### src/rtl/mem_arbiter.sv
// Round-robin arbiter and single-access sequencer for the shared fetch/LSU
// byte-masked memory port; one access in flight, response strobed per requester.
module mem_arbiter #(
  parameter int unsigned ADDR_W  = 11,
  parameter int unsigned DATA_W  = 32,
  parameter int unsigned MEM_LAT = 1
) (
  input  logic                  i_clk,
  input  logic                  i_reset,
  input  logic                  i_req0_valid,
  input  logic [ADDR_W-1:0]     i_req0_addr,
  output logic                  o_req0_ready,
  output logic                  o_rsp0_valid,
  output logic [DATA_W-1:0]     o_rsp0_rdata,
  input  logic                  i_req1_valid,
  input  logic [ADDR_W-1:0]     i_req1_addr,
  input  logic [DATA_W-1:0]     i_req1_wdata,
  input  logic [DATA_W/8-1:0]   i_req1_mask,
  input  logic                  i_req1_wren,
  output logic                  o_req1_ready,
  output logic                  o_rsp1_valid,
  output logic [DATA_W-1:0]     o_rsp1_rdata,
  output logic [ADDR_W-1:0]     o_mem_addr,
  output logic [DATA_W-1:0]     o_mem_wdata,
  output logic [DATA_W/8-1:0]   o_mem_mask,
  output logic                  o_mem_wren,
  input  logic [DATA_W-1:0]     i_mem_rdata,
  output logic                  o_busy
);

  localparam int unsigned MASK_W = DATA_W / 8;
  localparam int unsigned CNT_W  = (MEM_LAT > 1) ? $clog2(MEM_LAT) : 1;
  localparam bit          LAT0   = (MEM_LAT == 0);

  typedef enum logic [1:0] {S_IDLE, S_ISSUE, S_WAIT} state_e;

  typedef struct packed {
    logic [ADDR_W-1:0] addr;
    logic [DATA_W-1:0] wdata;
    logic [MASK_W-1:0] mask;
    logic              wren;
    logic              id;
  } req_t;

  state_e            state_q, state_d;
  logic              last_q, last_d;
  req_t              req_q, req_d;
  logic [CNT_W-1:0]  cnt_q, cnt_d;
  logic              mwren_q, mwren_d;
  logic              rsp0_v_q, rsp0_v_d, rsp1_v_q, rsp1_v_d;
  logic [DATA_W-1:0] rsp0_data_q, rsp0_data_d, rsp1_data_q, rsp1_data_d;
  logic              busy_q, busy_d;
  logic              gnt0, gnt1;
  logic              fin;
  logic [DATA_W-1:0] fin_data;

  // Grant only while idle; on a tie the requester that did not win last time goes.
  always_comb begin
    gnt0 = 1'b0;
    gnt1 = 1'b0;
    if (i_reset && state_q == S_IDLE) begin
      gnt0 = i_req0_valid && (!i_req1_valid || last_q);
      gnt1 = i_req1_valid && (!i_req0_valid || !last_q);
    end
  end

  assign o_req0_ready = gnt0;
  assign o_req1_ready = gnt1;

  always_comb begin
    state_d     = state_q;
    last_d      = last_q;
    req_d       = req_q;
    cnt_d       = cnt_q;
    mwren_d     = 1'b0;
    rsp0_v_d    = 1'b0;
    rsp1_v_d    = 1'b0;
    rsp0_data_d = rsp0_data_q;
    rsp1_data_d = rsp1_data_q;
    fin         = 1'b0;
    fin_data    = '0;
    case (state_q)
      S_IDLE: begin
        if (gnt0 || gnt1) begin
          // Fetch is always a full-word read.
          req_d.addr  = gnt1 ? i_req1_addr : i_req0_addr;
          req_d.wdata = gnt1 ? i_req1_wdata : '0;
          req_d.mask  = gnt1 ? i_req1_mask : '1;
          req_d.wren  = gnt1 && i_req1_wren;
          req_d.id    = gnt1;
          last_d      = gnt1;
          mwren_d     = gnt1 && i_req1_wren && (i_req1_mask != '0);
          state_d     = S_ISSUE;
        end
      end
      S_ISSUE: begin
        if (req_q.wren) begin
          fin = 1'b1;
        end else if (LAT0) begin
          fin      = 1'b1;
          fin_data = i_mem_rdata;
        end else begin
          state_d = S_WAIT;
          cnt_d   = CNT_W'(MEM_LAT - 1);
        end
      end
      S_WAIT: begin
        if (cnt_q == '0) begin
          fin      = 1'b1;
          fin_data = i_mem_rdata;
        end else begin
          cnt_d = cnt_q - CNT_W'(1);
        end
      end
      default: state_d = S_IDLE;
    endcase
    if (fin) begin
      state_d = S_IDLE;
      if (req_q.id) begin
        rsp1_v_d    = 1'b1;
        rsp1_data_d = fin_data;
      end else begin
        rsp0_v_d    = 1'b1;
        rsp0_data_d = fin_data;
      end
    end
    busy_d = (state_d != S_IDLE);
  end

  always_ff @(posedge i_clk or negedge i_reset) begin
    if (!i_reset) begin
      state_q     <= S_IDLE;
      last_q      <= 1'b1;
      req_q       <= '0;
      cnt_q       <= '0;
      mwren_q     <= 1'b0;
      rsp0_v_q    <= 1'b0;
      rsp1_v_q    <= 1'b0;
      rsp0_data_q <= '0;
      rsp1_data_q <= '0;
      busy_q      <= 1'b0;
    end else begin
      state_q     <= state_d;
      last_q      <= last_d;
      req_q       <= req_d;
      cnt_q       <= cnt_d;
      mwren_q     <= mwren_d;
      rsp0_v_q    <= rsp0_v_d;
      rsp1_v_q    <= rsp1_v_d;
      rsp0_data_q <= rsp0_data_d;
      rsp1_data_q <= rsp1_data_d;
      busy_q      <= busy_d;
    end
  end

  assign o_rsp0_valid = rsp0_v_q;
  assign o_rsp0_rdata = rsp0_data_q;
  assign o_rsp1_valid = rsp1_v_q;
  assign o_rsp1_rdata = rsp1_data_q;
  assign o_mem_addr   = req_q.addr;
  assign o_mem_wdata  = req_q.wdata;
  assign o_mem_mask   = req_q.mask;
  assign o_mem_wren   = mwren_q;
  assign o_busy       = busy_q;

endmodule

### config.mk
export PLATFORM = sky130hd
export DESIGN_NAME = mem_arbiter
export DESIGN_NICKNAME = d
export VERILOG_FILES = /design/src/rtl/mem_arbiter.sv
export SDC_FILE = /design/constraint.sdc
export NUM_CORES = 1
export LEC_CHECK = 0
export CAP_MARGIN = 30
export CORE_MARGIN = 2
export CORE_UTILIZATION = 30
export CTS_CLUSTER_DIAMETER = 150
export DETAILED_ROUTE_END_ITERATION = 10
export HOLD_SLACK_MARGIN = 0.05
export PLACE_DENSITY = 0.57
export SLEW_MARGIN = 10
export SYNTH_ARGS = -nofsm -noshare
export SYNTH_HDL_FRONTEND = slang
export SYNTH_SLANG_ARGS = --single-unit
### constraint.sdc
create_clock -name i_clk -period 5.9 [get_ports i_clk]
set_clock_uncertainty 0.2 [all_clocks]
set_input_delay 0.885 -clock i_clk [delete_from_list [all_inputs] [get_ports i_clk]]
set_output_delay 0.885 -clock i_clk [all_outputs]
set_load 0.05 [all_outputs]
# Word level (Yosys, flattened, before mapping)
# Cells that the tools add are included.
# W data, S select, Z words.
dict set report totals {
  regBits 121
  wordCells 61
}
dict set report op_classes {
  add_sub_neg 1
  muxes 23
  bitwise 1
  eq_ne 3
  reduce_logical 19
}
# cell count
set op_table {}
lappend op_table {{$mux W32} 3}
lappend op_table {{$mux W1} 12}
lappend op_table {{$mux W11} 1}
lappend op_table {{$reduce_and A2 Y1} 4}
lappend op_table {{$mux W2} 3}
lappend op_table {{$pmux W2 S3} 1}
lappend op_table {{$logic_and A1 B1 Y1} 5}
lappend op_table {{$mux W4} 1}
lappend op_table {{$pmux W1 S2} 2}
lappend op_table {{$reduce_bool A2 Y1} 2}
lappend op_table {{$reduce_bool A4 Y1} 1}
lappend op_table {{$logic_not A1 Y1} 3}
lappend op_table {{$logic_or A1 B1 Y1} 3}
lappend op_table {{$eq A2 B1 Y1 const B} 1}
lappend op_table {{$eq A2 B2 Y1 const B} 1}
lappend op_table {{$logic_not A2 Y1} 1}
lappend op_table {{$ne A2 B2 Y1 const B} 1}
lappend op_table {{$not A1 Y1} 1}
lappend op_table {{$sub A1 B1 Y1 const B} 1}

# Depth between registers and ports, before layout
# Gate-level depths: netlist of run 1.
dict set report depth {
  ltp_word 9
  mapped_depth 8
  mapped_depth_nobuf 6
}

# Worst setup path before layout of run 1
# Ideal clock, no wire load.
dict set report synth_timing {
  path_type {input to output}
  start {input port i_req0_valid}
  end {output port o_req0_ready}
  required_time_ns 4.815
  arrival_time_ns 1.765
  n_path_buf 0
  cell_stages 2
  setup_slack_ns 3.050
  path_cell_list {nand3_1 -> a21oi_1}
}
dict set report synth_between {
  elab_chain_cells 2
}
# element line
set synth_lines {}
lappend synth_lines {{start, declared} 10} ;# input logic i_req0_valid,
lappend synth_lines {{$logic_and A1 B1 Y1} 62} ;# gnt0 = i_req0_valid && (!i_req1_valid || last_q);
lappend synth_lines {{$mux W1} 61} ;# if (i_reset && state_q == S_IDLE) begin
lappend synth_lines {{end, declared} 12} ;# output logic o_req0_ready,
# Every way passes these cells.

# Worst setup path in the final report of run 1
dict set report layout_timing {
  start {input port i_req1_valid}
  end {output port o_req1_ready}
}
dict set report layout_between {
  elab_chain_cells 2
}
# element line
set layout_lines {}
lappend layout_lines {{start, declared} 15} ;# input logic i_req1_valid,
lappend layout_lines {{$logic_and A1 B1 Y1} 63} ;# gnt1 = i_req1_valid && (!i_req0_valid || !last_q);
lappend layout_lines {{$mux W1} 61}
lappend layout_lines {{end, declared} 20} ;# output logic o_req1_ready,
# Every way passes these cells.

==> flow_metrics.tcl, run 1 <==
set metrics [dict create \
    status "complete, no violations" \
    tightest_slew_ns 0.692 \
    start_kind "input pin" \
    initial_core_util 0.307 \
    critPathSlowestCell "clkdlybuf4s50_1" \
    finalCritPeriodShare 0.804 \
    ff_latch_area_sq_mm 0.00300 \
    synthMuxAreaShare 0.170 \
    hold_class "reg -> reg" \
    numClockSinks 120 \
    synth_cell_types 32 \
    routed_wirelength_mm 14.1 \
    min_to "o_rsp0_rdata[26]" \
    max_slew_margin 0.539 \
    yosys_warnings 0 \
    cap_violations 0 \
    synth_xor_area_frac 0 \
    r2r_cells 6 \
    hold_violations 0 \
    wl_per_cell_microns 17.4 \
    worst_setup_path_end_kind "output pin" \
    ys_ff_latch 120 \
    path_cells "clkdlybuf4s50_1 > and3_1 > nand2_1 > inv_2 > clkdlybuf4s50_1" \
    antenna_found_initial 1 \
    vias 3780 \
    pwr_density_cell_mw_per_mm2 638 \
    drive_above_1_share 0.172 \
    netlist_area_sq_mm 0.00551 \
    critPathMaxStageDelay_ns 0.93 \
    crit_path_frequent_cell "clkdlybuf4s50_1" \
    ctsResizeCount 0 \
    cp_max_fo 35 \
    drt_iter0_drc 166 \
    dr.pass1.iters 4 \
    drtAntennaViolNets 0 \
    synth.net_count 505 \
    power_mw 5.09 \
    drv_slew 0 \
    setup_slack_ns 1.16 \
    hold_buffers 0 \
    worstPathArrival_ns 3.66 \
    whs_ns 0.285 \
    dp.cells 781 \
    cts_max_path_buffers 2 \
    synthCells 406 \
    holdPathStages 1 \
    max_freq_ghz 0.211 \
    final_cells 812 \
    rsz0062_at_grt "false" \
    min_period_ns 4.74 \
    critPathKind "in -> out" \
    power.leakage_nw 3.50 \
    clk_pin_slew_ns 0.05 \
    place_hpwl_mm 9.53 \
    synthAdderAreaFrac 0.00909 \
    overflow 0 \
    die_w_microns 139 \
    core_sq_mm 0.0180 \
    fin_nets 671 \
    tns_ns 0 \
    io_buffers 211 \
    drc 0 \
    die_area_sq_mm 0.0195 \
    multi_input_area_sq_mm 0.00191 \
    fp-row-count 49 \
    grt_first_pass_wirelength_mm 23.0 \
    cts_setup_buffers 0 \
    r2r-end "o_mem_wren" \
    ir_worst_vdd_v 0.000289 \
    via_per_inst 4.66 \
    numCtsBuffers 17 \
    synth_compound_area_frac 0.107 \
    track_usage 0.149 \
    worstPathRequired_ns 4.82 \
    grt_pass1_vias 4189 \
    synth_top_family_by_area "multiplexers" \
    hold_start "o_rsp0_rdata[26]" \
    setup_viol 0 \
    gp_congestion 0.728 \
    area_growth_pct 44.8 \
    grt_max_degree 73 \
    clk_latency_ns 0.41 \
    cts_tree "built" \
    io_pins 212 \
    n_antenna_cell 0 \
    synth_simple_gate_area_frac 0.0588 \
    htreeDepth 4 \
    clock-root-buffer "clkbuf_16" \
    r2r-start "state_q[1]" \
    seq_area_frac_synth 0.545 \
    fp.dieH_microns 139 \
    dp_slack_ns 1.20 \
    avgSynthCellArea_sq_um 13.6 \
    reg2reg_slack_ns 3.19 \
    fill_cells 1607 \
]
[metal layers]
metal,vias to the layer above,wire (microns),GRT usage
met5,-,12,0
met4,2,248,0.0548
met3,21,1090,0.0502
met2,160,6420,0.229
met1,1883,6350,0.194
li1,1714,-,-
[metrics by stage]
step                      area [sq um]   util
after floorplan                   5510      -
after global placement            7380  0.411
after detailed placement          7400  0.412
after CTS                         7950  0.443
after global routing              7980  0.444
final                             7980  0.444
[cells in the mapped netlist]
| master | number | area, sq um |
|---|---|---|
| a211o_1 | 1 | 8.76 |
| a21o_1 | 1 | 7.51 |
| a21oi_1 | 13 | 65.1 |
| a22o_1 | 33 | 289 |
| a311oi_1 | 2 | 17.5 |
| a31oi_1 | 11 | 68.8 |
| and2_1 | 34 | 213 |
| and3_1 | 4 | 25.0 |
| buf_12 | 6 | 120 |
| buf_2 | 6 | 30.0 |
| buf_4 | 50 | 375 |
| buf_6 | 2 | 22.5 |
| clkbuf_1 | 7 | 26.3 |
| dfrtp_1 | 119 | 2980 |
| dfstp_2 | 1 | 26.3 |
| ha_1 | 4 | 50.1 |
| inv_1 | 6 | 22.5 |
| inv_2 | 1 | 3.75 |
| mux2_1 | 6 | 67.6 |
| mux2_4 | 58 | 871 |
| nand2_1 | 3 | 11.3 |
| nand3_1 | 3 | 15.0 |
| nor2_1 | 11 | 41.3 |
| nor2b_1 | 1 | 6.26 |
| nor3_1 | 1 | 5.00 |
| o211a_2 | 1 | 10.0 |
| o211ai_2 | 1 | 12.5 |
| o21ai_0 | 11 | 55.1 |
| o21ai_1 | 3 | 15.0 |
| o22a_1 | 4 | 35.0 |
| o22ai_1 | 1 | 6.26 |
| or4_1 | 1 | 7.51 |
[critical path, delay by kind of cell]
| kind | cells | cell delay, ns |
|---|---|---|
| buffers and inverters | 3 | 2.06 |
| and+or+nand+nor | 2 | 0.70 |
[kinds of logic after synthesis]
logic type,Yosys count
and+or+nand+nor,58
AOI/OAI and AO/OA,82
adders and majority gates,4
buffers and inverters,78
muxes,64
DFF,120
[worst max path at each step]
stage,from,to,depth (start not counted)
after floorplan,i_req0_valid,o_req0_ready,2
after global placement,i_req1_valid,o_req1_ready,5
after detailed placement,i_req1_valid,o_req1_ready,5
after CTS,i_req1_valid,o_req1_ready,5
after global routing,i_req1_valid,o_req1_ready,5
final,i_req1_valid,o_req1_ready,5
[cells in the final DEF (no fill, tap or decap), types with 3 or more instances in the layout]
master           instances
clkdlybuf4s50_1        210
ha_1                     4
a31oi_1                 11
o21ai_0                 11
a22o_1                  33
nand2_1                  3
o22a_1                   4
a21oi_1                 13
nand3_1                  3
o21ai_1                  3
mux2_1                   6
and2_1                  34
nor2_1                  11
mux2_4                  58
buf_4                    6
clkinv_2                 6
clkbuf_16               17
dfrtp_1                119
inv_1                    6
[flip-flops by register name, indices dropped and copies added (netlist names)]
signal,cells
o_rsp1_rdata,32
o_rsp0_rdata,32
last_q,1
o_rsp0_valid,1
state_q,2
o_mem_wdata,32
o_mem_mask,4
o_mem_addr,11
req_q,2
o_mem_wren,1
o_busy,1
o_rsp1_valid,1
[area by class of cell]
cell class / instances / area share
multi-input cells: 208 / 0.240
clock buffers: 20 / 0.0560
clock inverters: 10 / 0.0132
repair buffers: 218 / 0.275
flip-flops and latches: 120 / 0.377
well taps: 229 / 0.0359
inverters: 7 / 0.00329
[where the power goes]
group / leakage [nW] / switching [mW] / internal, mW / total, mW
Clock: 0.271 / 0.353 / 0.622 / 0.975
Sequential: 1.55 / 0.199 / 1.16 / 1.36
Combinational: 1.68 / 1.70 / 1.06 / 2.76
(Power assumes the default switching activity.)
==> inputs of run 2 (changes only) <==
==> constraint.sdc (replaced) <==
create_clock -name i_clk -period 4.8 [get_ports i_clk]
set_clock_uncertainty 0.2 [all_clocks]
set_input_delay 0.72 -clock i_clk [delete_from_list [all_inputs] [get_ports i_clk]]
set_output_delay 0.72 -clock i_clk [all_outputs]
set_load 0.05 [all_outputs]
==> run 2 against run 1 <==
Sequential cell count is the same. Power grew 24%. Routed wire length shrank 0.58%. Register-to-register slack lost 1.1 ns. Via count shrank 0.85%. Utilization grew 0.19 points. Worst setup slack lost 0.31 ns. First-iteration DRC count grew 6.0%. Non-clock buffer count is the same. Sequential share of layout area shrank 0.16 points. Clock power grew 29%. Critical endpoint unchanged. Highest routed layer is now met4.
==> flow_metrics.tcl, run 2 (synthesis results as in run 1) <==
set metrics [dict create \
    worstPathRequired_ns 3.88 \
    layout_commonest_cell "clkdlybuf4s50_1" \
    initial_core_util 0.307 \
    multi_input_area_sq_mm 0.00191 \
    via_per_inst 4.62 \
    fp-row-count 49 \
    status "complete, no violations" \
    wl_per_cell_microns 17.3 \
    path_cells "dlygate4sd3_1 > buf_4 > and3_1 > nand2_1 > inv_2 > buf_12" \
    vias 3748 \
    min_period_ns 3.95 \
    hold_class "reg -> reg" \
    max_freq_ghz 0.253 \
    cts_max_path_buffers 2 \
    grt_first_pass_wirelength_mm 22.7 \
    start_kind "input pin" \
    die_area_sq_mm 0.0195 \
    drv_slew 0 \
    io_pins 212 \
    antenna_found_initial 0 \
    area_growth_pct 45.5 \
    cp-startpoint "i_reset" \
    io_buffers 211 \
    critPathSlowestCell "dlygate4sd3_1" \
    clock-root-buffer "clkbuf_16" \
    numClockSinks 120 \
    finalCritPeriodShare 0.823 \
    r2r-end "o_rsp0_rdata[26]" \
    rsz0062_at_grt "false" \
    dp_slack_ns 1.09 \
    htreeDepth 4 \
    cts_tree "built" \
    critPathKind "in -> out" \
    cap_violations 0 \
    reg2reg_slack_ns 2.07 \
    setup_viol 0 \
    dp.cells 781 \
    final_cells 812 \
    numCtsBuffers 17 \
    drive_above_1_share 0.172 \
    track_usage 0.148 \
    drc 0 \
    die_w_microns 139 \
    drt_iter0_drc 176 \
    crit_cells 6 \
    power.leakage_nw 3.51 \
    worst_setup_path_end_kind "output pin" \
    tns_ns 0 \
    r2r_cells 6 \
    overflow 0 \
    ff_latch_area_sq_mm 0.00300 \
    n_antenna_cell 0 \
    max_slew_margin 0.457 \
    final_cell_mix "clkdlybuf4s50_1, dfrtp_1, mux2_4" \
    setup_slack_ns 0.850 \
    fin_nets 671 \
    ctsResizeCount 0 \
    fp.dieH_microns 139 \
    drtAntennaViolNets 0 \
    grt_max_degree 66 \
    crit_end "o_req1_ready" \
    cp_top_family "buffers and inverters" \
    gp_congestion 0.805 \
    grt_pass1_vias 4088 \
    critPathMaxStageDelay_ns 0.52 \
    critPathBufInv 4 \
    r2r-start "state_q[1]" \
    clk_latency_ns 0.41 \
    ir_worst_vdd_v 0.000460 \
    fill_cells 1610 \
    core_sq_mm 0.0180 \
    hold_violations 0 \
    clk_pin_slew_ns 0.05 \
    place_hpwl_mm 9.78 \
    cp_max_fo 35 \
    pwr_density_cell_mw_per_mm2 790 \
    worstPathArrival_ns 3.03 \
    tightest_slew_ns 0.814 \
    routed_wirelength_mm 14.0 \
    dr.pass1.iters 4 \
]
-- run 2: metal layers --
metal,up-vias,GRT usage,routed length (microns)
li1,1714,-,-
met1,1840,0.200,6470
met2,176,0.222,6180
met3,18,0.0468,1150
met4,0,0.0617,235
met5,-,0,0
-- run 2: area by class of cell --
| type | count | area share |
|---|---|---|
| well taps | 229 | 0.0358 |
| flip-flops and latches | 120 | 0.375 |
| repair buffers | 218 | 0.274 |
| inverters | 7 | 0.00328 |
| multi-input cells | 208 | 0.239 |
| clock buffers | 21 | 0.0575 |
| clock inverters | 9 | 0.0156 |
-- run 2: worst register-to-register path: cells and delay by family, from the launching register on --
kind / cells / cell delay [ns]
fa+ha+maj: 1 / 0.24
mux: 1 / 0.37
simple gates: 1 / 0.63
flops: 1 / 0.44
compound gates: 1 / 0.16
buf+inv: 2 / 0.56
-- run 2: worst min-delay path by stage --
stage	from	end	slack, ns	cells past startpoint
after global placement	o_rsp0_rdata[26]	o_rsp0_rdata[26]	0.27	1
after floorplan	i_reset	o_busy	0.22	0
after global routing	o_rsp1_rdata[31]	o_rsp1_rdata[31]	0.30	1
final	o_rsp0_rdata[28]	o_rsp0_rdata[28]	0.28	1
after detailed placement	o_rsp1_rdata[31]	o_rsp1_rdata[31]	0.28	1
after CTS	o_rsp1_rdata[31]	o_rsp1_rdata[31]	0.29	1
-- run 2: timing repair --
action	in CTS	in global routing
buffers inserted	0	0
endpoints found under the hold margin	16	0
hold buffers	1	0
endpoints found under the setup margin	0	0
-- run 2: stage by stage --
stage | total power, mW | hold slack, ns | area (sq um) | util
2_1_floorplan | 4.23 | 0.224 | 5510 | -
3_3_place_gp | 5.03 | 0.270 | 7390 | 0.411
3_5_place_dp | 5.09 | 0.277 | 7420 | 0.413
4_1_cts | 6.40 | 0.289 | 8010 | 0.446
5_1_grt | 6.62 | 0.304 | 8010 | 0.446
6_report | 6.33 | 0.283 | 8010 | 0.446
-- run 2: power by group --
group	total (mW)	switching, mW	internal [mW]
Sequential	1.68	0.248	1.43
Combinational	3.39	2.09	1.30
Clock	1.26	0.432	0.833
Total	6.33	2.77	3.57
==> inputs of run 3 (changes only) <==
--- a/config.mk
+++ b/config.mk
@@ -11,7 +11,7 @@
 export CTS_CLUSTER_DIAMETER = 150
 export DETAILED_ROUTE_END_ITERATION = 10
 export HOLD_SLACK_MARGIN = 0.05
-export PLACE_DENSITY = 0.57
+export PLACE_DENSITY = 0.6
 export SLEW_MARGIN = 10
 export SYNTH_ARGS = -nofsm -noshare
 export SYNTH_HDL_FRONTEND = slang
==> constraint.sdc (replaced) <==
create_clock -name i_clk -period 3.6 [get_ports i_clk]
set_clock_uncertainty 0.2 [all_clocks]
set_input_delay 0.54 -clock i_clk [delete_from_list [all_inputs] [get_ports i_clk]]
set_output_delay 0.54 -clock i_clk [all_outputs]
set_load 0.05 [all_outputs]
==> run 3 against run 2 <==
Combinational power grew 33%. Sequential power grew 33%. Worst setup slack lost 0.52 ns. Count of clock-buffer cells in the layout is the same. Cell count grew 0.37%. Final area grew 0.69%. Clock power grew 42%. Critical endpoint is now o_req0_ready. Largest power group unchanged. Highest routed layer unchanged.
==> flow_metrics.tcl, run 3 (synthesis results as in run 1) <==
set metrics [dict create \
    gp_congestion 0.772 \
    r2r-start "state_q[1]" \
    cap_violations 0 \
    drt_iter0_drc 113 \
    ff_latch_area_sq_mm 0.00300 \
    drtAntennaViolNets 0 \
    worst_setup_path_end_kind "output pin" \
    reg2reg_slack_ns 0.89 \
    cts_tree "built" \
    finalCritPeriodShare 0.910 \
    multi_input_area_sq_mm 0.00191 \
    min_to "o_rsp1_rdata[1]" \
    critPathKind "reg -> out" \
    setup_viol 0 \
    min_period_ns 3.27 \
    track_usage 0.148 \
    routed_wirelength_mm 14.0 \
    final_cell_mix "clkdlybuf4s50_1, dfrtp_1, mux2_4" \
    clk_pin_slew_ns 0.05 \
    grt_max_degree 71 \
    max_freq_ghz 0.305 \
    core_sq_mm 0.0180 \
    vias 3741 \
    cts_max_path_buffers 2 \
    overflow 0 \
    via_per_inst 4.59 \
    io_pins 212 \
    drv_slew 0 \
    fp-row-count 49 \
    power.leakage_nw 3.55 \
    drc 0 \
    grt_pass1_vias 4032 \
    clk_latency_ns 0.41 \
    rsz0062_at_grt "false" \
    critPathMaxStageDelay_ns 0.85 \
    hold_violations 0 \
    max_slew_margin 0.539 \
    pwr_density_cell_mw_per_mm2 1060 \
    start_kind "flip-flop" \
    place_hpwl_mm 9.64 \
    hold_class "reg -> reg" \
    tns_ns 0 \
    io_buffers 211 \
    r2r_cells 7 \
    numClockSinks 120 \
    fp.dieH_microns 139 \
    antenna_found_initial 0 \
    cp_max_fo 8 \
    fill_cells 1604 \
    fin_nets 674 \
    ir_worst_vdd_v 0.000666 \
    layout_commonest_cell "clkdlybuf4s50_1" \
    worstPathRequired_ns 2.86 \
    critPathSlowestCell "clkdlybuf4s50_1" \
    area_growth_pct 46.5 \
    die_area_sq_mm 0.0195 \
    clock-root-buffer "clkbuf_16" \
    worstPathArrival_ns 2.53 \
    initial_core_util 0.307 \
    path_cells "inv_1 > ha_1 > nand3_1 > a21oi_1 > clkdlybuf4s50_1" \
    cts_setup_buffers 0 \
    htreeDepth 4 \
    dp.cells 783 \
    wl_per_cell_microns 17.2 \
    die_w_microns 139 \
    final_cells 815 \
    critPathBufInv 2 \
    hold_start "o_rsp1_rdata[1]" \
    dr.pass1.iters 4 \
    status "complete, no violations" \
    grt_first_pass_wirelength_mm 22.7 \
    r2r-end "o_mem_wren" \
    tightest_slew_ns 0.692 \
    numCtsBuffers 17 \
    n_antenna_cell 0 \
    holdPathStages 1 \
    drive_above_1_share 0.177 \
    cp_top_family "buffers and inverters" \
]
## run 3: metrics by stage
step / hold slack [ns] / area (sq um) / util / power, mW / setup WS, ns
6_report: 0.285 / 8070 / 0.449 / 8.52 / 0.325
5_1_grt: 0.314 / 8070 / 0.449 / 8.91 / 0.198
4_1_cts: 0.132 / 8030 / 0.447 / 8.62 / 0.302
3_5_place_dp: 0.280 / 7410 / 0.413 / 6.76 / 0.531
3_3_place_gp: 0.269 / 7410 / 0.413 / 6.71 / 0.543
2_1_floorplan: 0.0444 / 5510 / - / 5.65 / 1.20
## run 3: report_power, final
| part | internal, mW | leakage [nW] | total (mW) | switching [mW] |
|---|---|---|---|---|
| registers | 1.90 | 1.55 | 2.23 | 0.324 |
| clock network | 1.20 | 0.305 | 1.79 | 0.591 |
| logic | 1.74 | 1.69 | 4.51 | 2.77 |
## run 3: routing by layer
layer / wire, microns / global-route usage / vias to the layer above
li1: - / - / 1718
met3: 1190 / 0.0575 / 15
met2: 6080 / 0.217 / 171
met5: 0 / 0 / -
met1: 6540 / 0.200 / 1837
met4: 168 / 0.0510 / 0
## run 3: what timing repair did
| item | in CTS | in global routing |
|---|---|---|
| hold endpoints to repair | 0 | 12 |
| gates resized for setup | 0 | 0 |
| hold buffers | 0 | 1 |
## run 3: area by class of cell
cell class / instances / share of cell area
clock inverters: 9 / 0.0183
multi-input cells: 208 / 0.237
inverters: 7 / 0.00326
well taps: 229 / 0.0355
clock buffers: 21 / 0.0583
repair buffers: 221 / 0.275
flip-flops and latches: 120 / 0.372
## run 3: worst max path at each step
stage	startpoint	end	slack (ns)	cells after the start
3_3_place_gp	i_req0_valid	o_req0_ready	0.54	4
4_1_cts	state_q[1]	o_req0_ready	0.30	5
3_5_place_dp	i_req0_valid	o_req0_ready	0.53	4
6_report	state_q[1]	o_req0_ready	0.33	5
5_1_grt	state_q[1]	o_req0_ready	0.20	5
2_1_floorplan	state_q[1]	o_req0_ready	1.20	5
